===== config.mk =====
export PLATFORM = sky130hd
export DESIGN_NAME = instruction_loader
export DESIGN_NICKNAME = d
export VERILOG_FILES = /design/src/rtl/insmem_defs.sv /design/src/rtl/ins_byte_serializer.sv /design/src/rtl/instruction_loader.sv
export SDC_FILE = /design/constraint.sdc
export NUM_CORES = 1
export LEC_CHECK = 0
export CAP_MARGIN = 20
export CORE_MARGIN = 2
export CORE_UTILIZATION = 35
export DETAILED_ROUTE_END_ITERATION = 8
export SLEW_MARGIN = 25
export SYNTH_ARGS = -nofsm -noshare
export SYNTH_HDL_FRONTEND = slang
export SYNTH_SLANG_ARGS = --single-unit

===== constraint.sdc =====
create_clock -name CLK -period 5.5 [get_ports CLK]
set_clock_uncertainty 0.15 [all_clocks]
set_input_delay 1.1 -clock CLK [delete_from_list [all_inputs] [get_ports CLK]]
set_output_delay 1.1 -clock CLK [all_outputs]
set_load 0.02 [all_outputs]

===== src/rtl/insmem_defs.sv =====
// Shared definitions for the instruction-memory write path: loader states,
// word geometry and the big-endian beat-to-byte-lane mapping.
package insmem_defs;

  typedef enum logic [1:0] {
    S_IDLE   = 2'd0,
    S_ACCEPT = 2'd1,
    S_WRITE  = 2'd2,
    S_FULL   = 2'd3
  } state_e;

  localparam int BYTES_PER_WORD = 4;

  // Beat 0 carries the most significant byte (lowest address).
  localparam logic [1:0] BEAT_MSB = 2'd0;
  localparam logic [1:0] BEAT_LSB = 2'd3;

  function automatic int lane_lsb(input logic [1:0] beat);
    return 8 * (BYTES_PER_WORD - 1 - int'(beat));
  endfunction

endpackage


===== src/rtl/ins_byte_serializer.sv =====
// Selects the byte of a 32-bit instruction word presented on a given write beat.
module ins_byte_serializer
  import insmem_defs::*;
(
  input  logic [31:0] word,
  input  logic [1:0]  idx,
  output logic [7:0]  byte_o
);

  assign byte_o = word[lane_lsb(idx) +: 8];

endmodule


===== src/rtl/instruction_loader.sv =====
// Run-time instruction store programmer: takes 32-bit words over valid/ready and
// writes them as four big-endian byte beats at an auto-incrementing address.
module instruction_loader
  import insmem_defs::*;
#(
  parameter int MEM_BYTES = 128,
  parameter int ADDR_W    = 7,
  parameter int BASE_ADDR = 0
) (
  input  logic              CLK,
  input  logic              Reset,
  input  logic              Start,
  input  logic              Stop,
  input  logic              InsValid,
  input  logic [31:0]       InsWord,
  output logic              InsReady,
  output logic              MemWE,
  output logic [ADDR_W-1:0] MemAddr,
  output logic [7:0]        MemData,
  output logic [ADDR_W-2:0] WordCount,
  output logic              Busy,
  output logic              Full,
  output logic              Done,
  output logic              Overflow
);

  // One extra pointer bit so ptr can reach MEM_BYTES without aliasing to 0.
  localparam int PTR_W = ADDR_W + 1;
  localparam logic [PTR_W-1:0] BASE_PTR  = PTR_W'(BASE_ADDR);
  localparam logic [PTR_W-1:0] LAST_PTR  = PTR_W'(MEM_BYTES - BYTES_PER_WORD);
  localparam logic [PTR_W-1:0] WORD_STEP = PTR_W'(BYTES_PER_WORD);

  state_e            state_q, state_d;
  logic [1:0]        idx_q, idx_d;
  logic [PTR_W-1:0]  ptr_q, ptr_d;
  logic [31:0]       word_q, word_d;
  logic              we_q, we_d;
  logic [ADDR_W-1:0] addr_q, addr_d;
  logic [7:0]        data_q, data_d;
  logic [ADDR_W-2:0] cnt_q, cnt_d;
  logic              done_q, done_d;
  logic              ovf_q, ovf_d;

  logic [31:0] ser_word;
  logic [1:0]  ser_idx;
  logic [7:0]  ser_byte;

  // Beat 0 comes straight from the incoming word; later beats from the latched copy.
  assign ser_word = (state_q == S_WRITE) ? word_q : InsWord;
  assign ser_idx  = (state_q == S_WRITE) ? idx_q + 2'd1 : BEAT_MSB;

  ins_byte_serializer u_ser (
    .word   (ser_word),
    .idx    (ser_idx),
    .byte_o (ser_byte)
  );

  always_comb begin
    state_d = state_q;
    idx_d   = idx_q;
    ptr_d   = ptr_q;
    word_d  = word_q;
    we_d    = 1'b0;
    addr_d  = addr_q;
    data_d  = data_q;
    cnt_d   = cnt_q;
    done_d  = done_q;
    ovf_d   = ovf_q;
    if (Start) begin
      state_d = S_ACCEPT;
      idx_d   = BEAT_MSB;
      ptr_d   = BASE_PTR;
      cnt_d   = '0;
      done_d  = 1'b0;
      ovf_d   = 1'b0;
    end else begin
      case (state_q)
        S_ACCEPT: begin
          if (InsValid) begin
            word_d  = InsWord;
            idx_d   = BEAT_MSB;
            state_d = S_WRITE;
            we_d    = 1'b1;
            addr_d  = ADDR_W'(ptr_q + PTR_W'(ser_idx));
            data_d  = ser_byte;
          end else if (Stop) begin
            state_d = S_IDLE;
            done_d  = 1'b1;
          end
        end
        S_WRITE: begin
          if (idx_q != BEAT_LSB) begin
            idx_d  = ser_idx;
            we_d   = 1'b1;
            addr_d = ADDR_W'(ptr_q + PTR_W'(ser_idx));
            data_d = ser_byte;
          end else begin
            ptr_d   = ptr_q + WORD_STEP;
            cnt_d   = cnt_q + (ADDR_W-1)'(1);
            state_d = (ptr_q == LAST_PTR) ? S_FULL : S_ACCEPT;
          end
        end
        S_FULL: begin
          if (InsValid) ovf_d = 1'b1;
        end
        default: ;
      endcase
    end
  end

  always_ff @(posedge CLK or posedge Reset) begin
    if (Reset) begin
      state_q <= S_IDLE;
      idx_q   <= BEAT_MSB;
      ptr_q   <= BASE_PTR;
      word_q  <= '0;
      we_q    <= 1'b0;
      addr_q  <= '0;
      data_q  <= '0;
      cnt_q   <= '0;
      done_q  <= 1'b0;
      ovf_q   <= 1'b0;
    end else begin
      state_q <= state_d;
      idx_q   <= idx_d;
      ptr_q   <= ptr_d;
      word_q  <= word_d;
      we_q    <= we_d;
      addr_q  <= addr_d;
      data_q  <= data_d;
      cnt_q   <= cnt_d;
      done_q  <= done_d;
      ovf_q   <= ovf_d;
    end
  end

  assign InsReady  = (state_q == S_ACCEPT);
  assign Busy      = (state_q == S_WRITE);
  assign Full      = (state_q == S_FULL);
  assign MemWE     = we_q;
  assign MemAddr   = addr_q;
  assign MemData   = data_q;
  assign WordCount = cnt_q;
  assign Done      = done_q;
  assign Overflow  = ovf_q;

endmodule


Word-level counts from Yosys, hierarchy flattened
Cells that the tools add are included.

Output and inout port bits: 27. Flip-flop bits (word level): 68. Bits of input ports: 37. Word-level logic and storage cells: 79.

Equal/unequal tests: 13. $add $sub $neg: 5. Multiplexer cells: 35. Bitwise operators: 1. Reductions and logical operators: 14. Shift-type cells: 1.

Operators with widths (number): $mux W8 (5); $mux W32 (1); $shiftx A32 B32 Y8 (1); $mux W2 (9); $mux W6 (3); $pmux W8 S2 (1); $mux W7 (2); $pmux W7 S2 (1); $reduce_and A3 Y1 (4); $reduce_bool A2 Y1 (6); $mux W1 (10); $add A8 B3 Y8 const B (1); $eq A8 B7 Y1 const B (1); $ne A2 B2 Y1 const B (4); $pmux W2 S2 (2); $add A7 B2 Y7 (1); $add A6 B1 Y6 const B (1); $ne A3 B3 Y1 const B (2); $eq A2 B2 Y1 const B (2); $ne A4 B4 Y1 const B (1); $reduce_and A2 Y1 (2); $reduce_and A4 Y1 (1); $ne A3 B2 Y1 const B (1); $reduce_bool A3 Y1 (1); other kinds (6) (6).

Logic depth before layout (Yosys ltp)
Gate-level depths: netlist (run 1).

Word-level depth: 6. Mapped depth: 10. Depth with buffers taken out: 8.

Hierarchy
From an unflattened synthesis (run 1), not the netlist that was laid out.

Cells, all modules: 258. Area, all modules: 3465.8 sq um.

Modules (own cells, without submodules): instruction_loader (area each 3269.4 sq um, cells each 248, sequential area each 1651.6 sq um, times used 1); ins_byte_serializer (area each 196.4 sq um, cells each 10, sequential area each 0.0 sq um, times used 1).

Worst setup path before layout (run 1)
Ideal clock, no wire load.

Path type: input to register. Start point: input port Start. End point: register word_q[0]. Path slack: 3.384 ns. Buffers on the path: 1. Stages: 4. Library setup time: 0.125 ns. Required time: 5.225 ns. Arrival: 1.841 ns. Cell sequence: inv_1 nand3_1 buf_2 mux2_2.

Cells in the longest elaborated chain, start to end: 2.

Ends and longest elaborated chain: start: declaration (RTL line instruction_loader.sv:12) `input logic Start,`; $not A1 Y1 (no source line); $reduce_and A3 Y1 (no source line); end signal: assignment (RTL line instruction_loader.sv:127) `word_q <= word_d;`; end: declaration (RTL line instruction_loader.sv:36) `logic [31:0] word_q, word_d;`.

Every way passes these cells. A chain may end at the register's enable or synchronous reset.

Worst setup path in the final report (run 1)
Start point: register state_q[0]. End point: output port Busy.

Cells in the longest elaborated chain, start to end: 1.

Ends and longest elaborated chain: start: declaration (RTL line instruction_loader.sv:33) `state_e state_q, state_d;`; start signal: assignment (RTL line instruction_loader.sv:124) `state_q <= state_d;`; $eq A2 B2 Y1 (RTL line instruction_loader.sv:138) `assign Busy = (state_q == S_WRITE);`; end: declaration (RTL line instruction_loader.sv:21) `output logic Busy,`.

Every way passes these cells.

==> results.cfg, run 1 <==
[outcome]
status = complete, no violations

[sta]
period_share_pct = 59.73
tightest_slew_ns = 0.7584
fin_hold_ws_ns = 0.3286
setup_viol = 0
tns_ns = 0
final_max_slew_viol_count = 0
finalHoldViolCount = 0
max_freq_ghz = 0.3044
timing.slew.headroom_pct = 49.28
fin_crit_ns = 3.285
grt_setup_unrepaired = no

[die]
core.rowCount = 35
start_util_pct = 35.69
fp.dieW_um = 100.6
die_area_um2 = 10120
core_area_um2 = 9153
die_y_um = 100.6
io_pins = 64

[pwr]
p_leak_uw = 0.001774
p_per_area_nw_per_um2 = 378.6
vdd_drop_max_uv = 185.8

[final_layout]
num_antenna_cells = 0
final_common_cell = dfrtp_1
final_nets = 384
stdcell_area_um2 = 4131
area_growth_pct = 26.46
drive_gt1_share_pct = 23.26
final_cells = 455
layout_common_cells = dfrtp_1, clkdlybuf4s50_1, mux2_2, nand2_1, nor2_1

[worst_setup_path]
cp-end-kind = output port
crit_fanout = 12
worstPathArrival_ns = 2.04
cp_slowest_cell = clkdlybuf4s50_1
start_kind = register
critPathKind = reg -> out
required_ns = 4.25
critical_path.max_stage_delay_ns = 0.70
cp_cell_sequence = inv_1 -> ha_1 -> clkdlybuf4s50_1

[job]
drv_cap = 0

[logic_synthesis]
yosysWarningCount = 0
syn-instance-count = 278
netlist_area_um2 = 3267
yosys-top-cells-area = dfrtp_1, mux2_2, nand2_1
ys_ff_latch = 66
synthDominantCellAreaShare_pct = 50.56
synth_ff_type = dfrtp_1
synth_nets = 323
post_synth_num_cell_types = 41
async_flop_share_pct = 100.0
syn_avg_cell_area_um2 = 11.75
yosysSeqAreaShare_pct = 50.56
synth_top_cell_by_area = dfrtp_1
synth_enable_flop_cells = 0

[clock_network]
ctsLongestPathBuffers = 2
cts-htree-levels = 3
cts.sinks = 66
cts_root_buf = clkbuf_8
cts_buffers = 9
clk_latency_ns = 0.34
path_clk_slew_ns = 0.07
cts_tree = built
post_cts.repair.setup_buffers = 0
cts.repair.resized = 0
holdBufCountCts = 0

[routing]
ant_nets = 0
routed_wl_um = 6786
first_pass_iters = 4
vias_per_cell = 4.892
drc = 0
first_iter_violations = 70
wire_per_inst_um = 14.91
vias = 2226

[global_routing]
grt_overflow_total = 0
grt_pass1_wl_um = 11360
grt_max_degree = 48
grt_usage_pct = 14.58
antenna_found_initial = 0
grt_pass1_vias = 2232

[placement]
portBuffers = 63
place_area_um2 = 3941
placed_cells = 439
dp_hpwl_um = 4748
gp_congestion = 0.7550

[hold_path]
hp-class = reg -> reg
==> power breakdown <==
part | leakage (uW) | internal, uW | switching, uW
Sequential | 0.000830 | 622 | 74.3
Combinational | 0.000850 | 272 | 211
Clock | 0.0000944 | 199 | 186
==> critical path: cells and delay by family (launching register included) <==
kind                     cells  cell delay (ns)
buffers and inverters        2             0.81
adder cells (fa/ha/maj)      1             0.49
flip-flops                   1             0.40
==> synth_stat cells (all sizes together) (4+ instances only) <==
cell    instances
buf            12
a21oi           6
nand2          42
inv             8
nand4           4
clkbuf          4
nor2           14
o31ai           6
dfrtp          66
mux2           50
and3            8
o22ai           6
o21ai           6
xor2            9
ha              8
==> cell type report <==
class / instances / area (um^2)
fillers: 894 / 5021
flip-flops and latches: 66 / 1652
multi-input cells: 188 / 1468
repair buffers: 66 / 653.1
clock buffers: 12 / 165.2
well taps: 111 / 138.9
inverters: 8 / 30.03
clock inverters: 4 / 25.02
==> sequential cells by signal, indices dropped and copies added, names as in the netlist <==
name,cells
word_q,32
Overflow,1
WordCount,6
state_q,2
idx_q,2
MemData,8
MemAddr,7
ptr_q,6
MemWE,1
Done,1
==> through the flow <==
step	total power, uW	util, %	setup slack, ns
after detailed placement	1196	43.06	2.081
after global placement	1181	43.06	2.126
after global routing	1662	45.14	2.084
after CTS	1587	45.14	2.177
after floorplan	1026	-	2.595
final	1564	45.14	2.215
==> metal layers <==
layer / up-vias / GRT usage (%) / wire (um)
li1: 1088 / - / -
met2: 38 / 22.62 / 3205
met5: - / 0 / 0
met1: 1094 / 19.60 / 3275
met3: 6 / 3.675 / 206
met4: 0 / 5.690 / 98
==> worst paths after layout <==
| kind | startpoint | to | slack (ns) | cells past startpoint |
|---|---|---|---|---|
| setup / recovery | state_q[0] | Busy | 2.21 | 3 |
| hold / removal | MemAddr[2] | MemAddr[2] | 0.33 | 2 |
| setup reg to reg | state_q[0] | MemData[6] | 3.00 | 6 |
| hold reg to reg | MemAddr[2] | MemAddr[2] | 0.33 | 2 |
| min in group asynchronous | Reset | WordCount[5] | 0.94 | 2 |
| max in group asynchronous | Reset | word_q[27] | 3.30 | 3 |
==> kinds of logic (layout without fill, tap and decap cells) <==
logic type | Yosys count | count (layout) | synth area share (%)
AOI/OAI and AO/OA | 36 | 36 | 8.847
xor gates and xnor gates | 12 | 12 | 3.217
buffers and inverters | 24 | 90 | 4.519
DFF | 66 | 66 | 50.56
muxes | 52 | 52 | 18.54
and+or+nand+nor | 79 | 79 | 11.15
adders and majority gates | 8 | 8 | 3.064
other | 1 | 1 | 0.1148
Power figures use the tool's default switching activity.
==> run 2, diff against run 1 <==
clock period = 3.06 ns   (was 5.5 ns; I/O delays follow)
==> results.cfg, run 2 (synthesis results as in run 1) <==
[final_layout]
final_common_cell = dfrtp_1
num_antenna_cells = 0
top_register = word_q
multiInputGateArea_um2 = 1468
seqCellArea_um2 = 1652
fill_cells = 848
drive_gt1_share_pct = 23.26
final_nets = 386
layout_common_cells = dfrtp_1, clkdlybuf4s50_1, mux2_2, nand2_1, nor2_1
largest_register_ffs = 32
area_growth_pct = 27.35

[placement]
dp_hpwl_um = 4727
portBuffers = 63
gp_congestion = 0.7466

[routing]
routed_wl_um = 6816
ant_nets = 0
first_iter_violations = 122
drc = 0
vias = 2251
vias_per_cell = 4.947
wire_per_inst_um = 14.98
first_pass_iters = 4

[worst_setup_path]
cp-end-kind = output port
start_kind = register
crit_fanout = 12
reg2reg_to = MemData[6]
ff2ff_path_depth = 7
critical_path.max_stage_delay_ns = 0.70
crit-reg2reg-launch = state_q[0]
required_ns = 2.30
worstPathArrival_ns = 1.98
cp_cell_sequence = inv_1 -> ha_1 -> clkdlybuf4s50_1
cp_slowest_cell = clkdlybuf4s50_1
critPathKind = reg -> out
reg2reg_slack_ns = 0.76

[sta]
finalHoldViolCount = 0
max_freq_ghz = 0.3640
tns_ns = 0
fin_crit_ns = 2.747
grt_setup_unrepaired = no
period_share_pct = 89.77
setup_viol = 0
final_max_slew_viol_count = 0

[global_routing]
grt_usage_pct = 14.02
met3_usage_pct = 3.814
grt_pass1_wl_um = 11120
grt_max_degree = 67
top_usage_layer = met2
grt_pass1_vias = 2190
grtUsageMet1_pct = 20.15
antenna_found_initial = 0
grt_overflow_total = 0
met2_usage_pct = 20.87

[die]
core.rowCount = 35
die_y_um = 100.6
core_area_um2 = 9153
fp.dieW_um = 100.6
start_util_pct = 35.69
io_pins = 64
die_area_um2 = 10120

[hold_path]
hp-class = reg -> reg
hold_depth = 2
hold_end = MemData[6]
min_from = MemData[6]

[clock_network]
cts-htree-levels = 3
cts.repair.resized = 0
post_cts.repair.setup_buffers = 0
holdBufCountCts = 0
cts_tree = built
cts.sinks = 66
clk_latency_ns = 0.34
cts_root_buf = clkbuf_8
ctsLongestPathBuffers = 2
path_clk_slew_ns = 0.07
cts_buffers = 9

[outcome]
status = complete, no violations

[pwr]
p_leak_uw = 0.001795
p_per_area_nw_per_um2 = 688.6
vdd_drop_max_uv = 338.4
p_total_uw = 2865

[job]
drv_cap = 0
==> run 2: changes by cell type in the layout (fill, tap and decap cells not counted) <==
cell	change
buf_4	+1
bufinv_16	+1
clkbuf_8	-1
clkinvlp_4	-2
buf_12	+1
==> run 2: through the flow <==
step	worst slack (ns)	std cells	hold slack, ns	cell area [um^2]	utilization [%]
after floorplan	0.6432	278	0.3219	3267	-
after global placement	0.6974	441	0.3204	3969	43.36
after detailed placement	0.6484	441	0.3202	3969	43.36
after CTS	0.2849	455	0.3350	4160	45.45
after global routing	0.1954	455	0.3604	4160	45.45
final	0.3130	455	0.3301	4160	45.45
==> run 2: worst max-delay path by stage <==
stage | from | to | slack [ns] | cells after the start
finish | state_q[0] | Busy | 0.31 | 3
global route | state_q[0] | Busy | 0.20 | 3
CTS | state_q[0] | Busy | 0.28 | 3
detailed placement | state_q[0] | Busy | 0.65 | 3
global placement | InsValid | MemAddr[3] | 0.70 | 5
floorplan | Reset | Done | 0.64 | 1
==> run 2: area by class of cell <==
cell class	count	area share (%)
inverter	8	0.7218
clock inverter	3	0.9624
sequential	66	39.70
timing repair buffer	68	16.36
clock buffer	11	3.639
multi-input combinational	188	35.28
tap	111	3.338
==> run 2: power by group <==
part           leakage, uW  switching (uW)  internal (uW)  total, uW
Sequential        0.000830             132           1120       1250
Combinational     0.000864             392            494        886
Clock             0.000101             319            409        728
==> run 2: metal layers <==
metal	part of all wire, %	wire length (um)
met4	1.3	87
met5	0	0
met3	4.3	291
met2	45	3099
met1	49	3339
==> run 2: worst max-delay path: cells and delay by family (launching register included) <==
| kind | cells | cell delay, ns |
|---|---|---|
| fa+ha+maj | 1 | 0.45 |
| buf+inv | 2 | 0.80 |
| flops | 1 | 0.40 |
